===== config.mk =====
export PLATFORM = sky130hd
export DESIGN_NAME = hazard_ctrl
export DESIGN_NICKNAME = d
export VERILOG_FILES = /design/src/rtl/hazard_ctrl_pkg.sv /design/src/rtl/hazard_ctrl_md.sv /design/src/rtl/hazard_ctrl.sv
export SDC_FILE = /design/constraint.sdc
export NUM_CORES = 1
export LEC_CHECK = 0
export CAP_MARGIN = 15
export CORE_ASPECT_RATIO = 1.1
export CORE_MARGIN = 2
export CORE_UTILIZATION = 30
export CTS_BUF_LIST = sky130_fd_sc_hd__clkbuf_4
export DETAILED_ROUTE_END_ITERATION = 16
export GPL_ROUTABILITY_DRIVEN = 0
export HOLD_SLACK_MARGIN = 0.15
export PLACE_DENSITY = 0.72
export SLEW_MARGIN = 15
export SYNTH_ARGS = -nofsm -noshare
export SYNTH_HDL_FRONTEND = slang
export SYNTH_SLANG_ARGS = --single-unit

===== constraint.sdc =====
create_clock -name clk -period 2.23 [get_ports clk]
set_input_delay 0.446 -clock clk [delete_from_list [all_inputs] [get_ports clk]]
set_output_delay 0.446 -clock clk [all_outputs]
set_load 0.02 [all_outputs]

===== src/rtl/hazard_ctrl_pkg.sv =====
// Shared CPU pipeline definitions: forward-select encodings used by the hazard
// unit and the datapath operand muxes.
package hazard_ctrl_pkg;

    typedef enum logic [1:0] {
        FWD_NONE = 2'b00,
        FWD_W    = 2'b01,
        FWD_M    = 2'b10
    } fwd_sel_e;

    // Memory-stage result is younger than writeback, so it wins when both hit.
    function automatic fwd_sel_e fwd_sel(input logic hit_m, input logic hit_w);
        if (hit_m)
            return FWD_M;
        else if (hit_w)
            return FWD_W;
        else
            return FWD_NONE;
    endfunction

endpackage


===== src/rtl/hazard_ctrl_md.sv =====
// Multiply/divide busy window: loads MD_LAT on an advancing issue and counts
// down to zero; busy is purely a function of the registered count.
module md_busy_timer #(
    parameter int unsigned MD_LAT = 4
) (
    input  logic clk,
    input  logic reset_n,
    input  logic start,
    output logic busy
);

    logic [3:0] count;

    always_ff @(posedge clk or negedge reset_n) begin
        if (!reset_n)
            count <= '0;
        else if (start)
            count <= 4'(MD_LAT);
        else if (count != '0)
            count <= count - 4'd1;
    end

    assign busy = (count != '0);

endmodule


===== src/rtl/hazard_ctrl.sv =====
// Pipeline hazard unit: operand forwarding selects, load-use / branch / mul-div
// stalls, data-memory freeze, and a saturating stall-cycle counter.
module hazard_ctrl
    import hazard_ctrl_pkg::*;
#(
    parameter int unsigned REG_W  = 5,
    parameter int unsigned MD_LAT = 4,
    parameter int unsigned CNT_W  = 16
) (
    input  logic             clk,
    input  logic             reset_n,
    input  logic [REG_W-1:0] rs_D,
    input  logic [REG_W-1:0] rt_D,
    input  logic             branch_D,
    input  logic             md_use_D,
    input  logic [REG_W-1:0] rs_E,
    input  logic [REG_W-1:0] rt_E,
    input  logic [REG_W-1:0] reg_id_E,
    input  logic             reg_write_E,
    input  logic             mem_to_reg_E,
    input  logic             md_start_E,
    input  logic [REG_W-1:0] reg_id_M,
    input  logic             reg_write_M,
    input  logic             mem_to_reg_M,
    input  logic             mem_access_M,
    input  logic             mem_ready_M,
    input  logic [REG_W-1:0] reg_id_W,
    input  logic             reg_write_W,
    output logic             pc_enab,
    output logic             enab_FD,
    output logic             enab_EMW,
    output logic             flush_DE,
    output logic             forwardA_D,
    output logic             forwardB_D,
    output logic [1:0]       forwardA_E,
    output logic [1:0]       forwardB_E,
    output logic             md_busy,
    output logic [CNT_W-1:0] stall_cnt
);

    logic     m_valid, w_valid, e_valid;
    logic     e_hits_d, m_hits_d;
    logic     lw_stall, br_stall, md_stall, mem_freeze, any_stall;
    fwd_sel_e fwd_a_e, fwd_b_e;

    assign m_valid = reg_write_M && (reg_id_M != '0);
    assign w_valid = reg_write_W && (reg_id_W != '0);
    assign e_valid = reg_id_E != '0;

    assign fwd_a_e    = fwd_sel(m_valid && (rs_E == reg_id_M), w_valid && (rs_E == reg_id_W));
    assign fwd_b_e    = fwd_sel(m_valid && (rt_E == reg_id_M), w_valid && (rt_E == reg_id_W));
    assign forwardA_E = fwd_a_e;
    assign forwardB_E = fwd_b_e;

    assign forwardA_D = m_valid && (rs_D == reg_id_M);
    assign forwardB_D = m_valid && (rt_D == reg_id_M);

    assign e_hits_d = e_valid && ((reg_id_E == rs_D) || (reg_id_E == rt_D));
    assign m_hits_d = (reg_id_M != '0) && ((reg_id_M == rs_D) || (reg_id_M == rt_D));

    assign lw_stall   = mem_to_reg_E && reg_write_E && e_hits_d;
    assign br_stall   = branch_D && ((reg_write_E && e_hits_d) || (mem_to_reg_M && m_hits_d));
    assign md_stall   = md_busy && md_use_D;
    assign mem_freeze = mem_access_M && !mem_ready_M;
    assign any_stall  = lw_stall || br_stall || md_stall;

    // Freeze holds every stage in place, so decode must not be bubbled either.
    always_comb begin
        pc_enab  = 1'b1;
        enab_FD  = 1'b1;
        enab_EMW = 1'b1;
        flush_DE = 1'b0;
        if (mem_freeze) begin
            pc_enab  = 1'b0;
            enab_FD  = 1'b0;
            enab_EMW = 1'b0;
        end else if (any_stall) begin
            pc_enab  = 1'b0;
            enab_FD  = 1'b0;
            flush_DE = 1'b1;
        end
    end

    md_busy_timer #(
        .MD_LAT(MD_LAT)
    ) u_md_busy_timer (
        .clk    (clk),
        .reset_n(reset_n),
        .start  (md_start_E && enab_EMW),
        .busy   (md_busy)
    );

    always_ff @(posedge clk or negedge reset_n) begin
        if (!reset_n)
            stall_cnt <= '0;
        else if ((mem_freeze || any_stall) && (stall_cnt != '1))
            stall_cnt <= stall_cnt + CNT_W'(1);
    end

endmodule


==> key figures <==
Logic synthesis
  – Syn avg cell area: 9.19 µm²
  – Syn Nets: 228
  – Top cells by area, synth: dfrtp_1 (31%), xor2_1 (14%), xnor2_1 (14%)
  – Synth Instances: 178
  – Mapped Area: 0.00164 mm²
  – Register area share after synthesis: 30.6%
  – Largest area contributor in the netlist: dfrtp_1
  – Seq cells post-synth: 20
  – Yosys cell types: 37
  – Ys Warns: 0
  – Yosys top cell area share: 30.6%

Worst setup path
  – Crit-path slowest cell: clkdlybuf4s50_1
  – CP arrival: 1.72 ns
  – Startpoint Class: input port
  – Worst path max stage delay: 0.50 ns
  – Crit. End Element: output pin
  – Crit path max fanout: 2
  – Reg2reg start: stall_cnt[0]$_DFFE_PN0P_
  – CP delay by family, top: buffers and inverters
  – Worst Path Required: 1.78 ns
  – Crit path launch: rt_E[1]
  – CP bufs+invs: 2
  – Cell Chain, Critical Path: clkdlybuf4s50_1 > xor2_1 > nor4_4 > nor4_2 > buf_2
  – Setup Crit Path Kind: in2out

CTS
  – Clk Latency, worst-skew pair: 0.31 ns
  – H-tree depth: 1
  – Hold buffer count at CTS: 0
  – CTS clk-pin slew, worst paths: 0.12 ns
  – Clock buffer depth: 2
  – TritonCTS Sinks: 20
  – Root Buffer: clkbuf_4
  – Clock buffer count from CTS: 3
  – Post-CTS Setup Bufs: 0
  – CTS tree: yes

Timing
  – Total Negative Setup Slacks: 0 ns
  – Relative slew slack: 64.7%
  – Fmax achieved: 462 MHz
  – Final Hold Vio Count: 0
  – Slew Viols, Final: 0
  – Worst slew pin tran: 0.526 ns
  – Final setup skew: 0.0140 ns
  – Fin Hold WS: 0.450 ns
  – Setup ws final: 0.0649 ns
  – Final critical-path required period: 2.17 ns
  – Final setup viols: 0
  – Final Cycle Share: 97.1%
  – RSZ-0062 raised after global routing: false

Drt
  – WL final: 4590 µm
  – Routed WL per cell: 13.1 µm
  – Vias after detailed routing: 1583
  – First DRT Iteration DRCs: 19
  – Post-DRT Antenna Nets: 0
  – Routed vias/inst: 4.54
  – # DRC: 0
  – Initial DRT Pass Iterations: 4

Cells and area
  – Nets@finish: 325
  – P&R area growth vs syn: 62.4%
  – Final core area utilization: 49.9%
  – Commonest non-fill, non-tap cells in the layout: clkdlybuf4s50_1 (30), buf_4 (29), xor2_1 (27)
  – Commonest non-fill, non-tap cell in the layout: clkdlybuf4s50_1
  – Fillers: 527
  – Layout cells sized above 1: 23.7%
  – N_diodes: 0

Floorplan
  – Core box area: 0.00533 mm²
  – Row cnt: 28
  – Die W: 74.4 µm
  – Die Ht: 81.4 µm
  – I/O pin total: 74
  – Die Area: 0.00606 mm²
  – Initial core utilization: 30.7%

Global routing
  – First-pass GRT wire length: 7620 µm
  – Largest net degree at the start of global routing: 21
  – Total track usage: 16.1%
  – Vias in the first global route: 1627
  – Total grt overflow: 0
  – Initial antenna violation count: 0

Run status
  – Status: completed

Hold path
  – Type of the worst min-delay path: in2async

Place
  – Dpl hpwl: 3850 µm
  – DP Worst Slack: -0.708 ns
  – I/O Buffers: 73

Power
  – Total Power: 1740 µW
  – Pwr/cell area: 656 mW/mm²
  – Worst ir drop on vdd: 0.671 mV
  – Static Leakage: 0.00118 µW

Job
  – MaxCap Viol Count: 0
## path summary, 6_finish.rpt
path,endpoint,slack (ns),depth (start not counted)
max,forwardB_E[0],0.06,5
min,stall_cnt[11]$_DFFE_PN0P_,0.45,2
max reg2reg,stall_cnt[7]$_DFFE_PN0P_,0.28,7
min reg2reg,stall_cnt[15]$_DFFE_PN0P_,0.52,1
max in group asynchronous,stall_cnt[10]$_DFFE_PN0P_,1.55,2
min in group clk,stall_cnt[15]$_DFFE_PN0P_,0.52,1
## through the flow
| stage | instance area [µm²] | std cells |
|---|---|---|
| 3_3_place_gp | 2640 | 346 |
| 5_1_grt | 2660 | 349 |
| 4_1_cts | 2650 | 349 |
| 3_5_place_dp | 2640 | 346 |
| 2_1_floorplan | 1660 | 178 |
| 6_report | 2660 | 349 |
## cell usage after synthesis
cell type / n
buf_4: 2
nor2_1: 8
a21oi_1: 5
buf_2: 2
nor3b_2: 1
nor4_1: 4
a41oi_1: 1
o21ai_1: 1
and3_2: 1
nor3_2: 1
a221oi_1: 1
buf_1: 1
or4_1: 3
mux2_1: 1
nand4_4: 1
xor2_1: 27
nand3_1: 17
nand4_1: 3
xnor2_1: 26
nand4_2: 1
nor4_4: 1
mux2_2: 1
dfrtp_1: 20
nor3_1: 8
and2_1: 2
clkbuf_1: 1
and3_1: 4
mux2_4: 2
inv_1: 3
nand3b_1: 1
and4_1: 2
buf_6: 3
ha_1: 3
a21o_1: 1
nand2_1: 15
o21ai_0: 2
nand2b_1: 2
## cells by family after synthesis
group | synth area share (%)
flip-flops | 30.6
multiplexers | 3.21
XOR/XNOR | 28.4
AND/OR/NAND/NOR | 26.8
buffers and inverters | 4.74
adder cells (fa/ha/maj) | 2.30
AO/OA/AOI/OAI | 3.98
## routing by layer
layer	vias to the layer above	track usage, %	share of wire [%]
met5	-	0	0
met4	0	2.32	1.0
met3	4	2.58	2.8
met2	31	31.7	56
met1	742	18.1	40
li1	806	-	-
## flip-flops by register name, summed over array words and instances, names as in the netlist
signal and flops:
u_md_busy_timer.count 4, stall_cnt 16
## final cells by class
type | count | area, µm² | area share, %
Multi-Input combinational cell | 146 | 1140 | 42.9
Timing Repair Buffer | 101 | 858 | 32.3
Sequential cell | 20 | 500 | 18.9
Tap cell | 75 | 93.8 | 3.53
Clock inverter | 1 | 30.0 | 1.13
Clock buffer | 3 | 22.5 | 0.848
Inverter | 3 | 11.3 | 0.424
## what timing repair did
action                                  CTS  global route
endpoints found under the setup margin   11             8
gates cloned                              0             0
gates resized for setup                  82            17
pin swaps                                14             6
## power breakdown
part           total, µW  internal [µW]  switching (µW)
Sequential           571            462             110
Clock                300            182             118
Combinational        871            449             422
No activity file was read; power rests on OpenSTA's default activity.
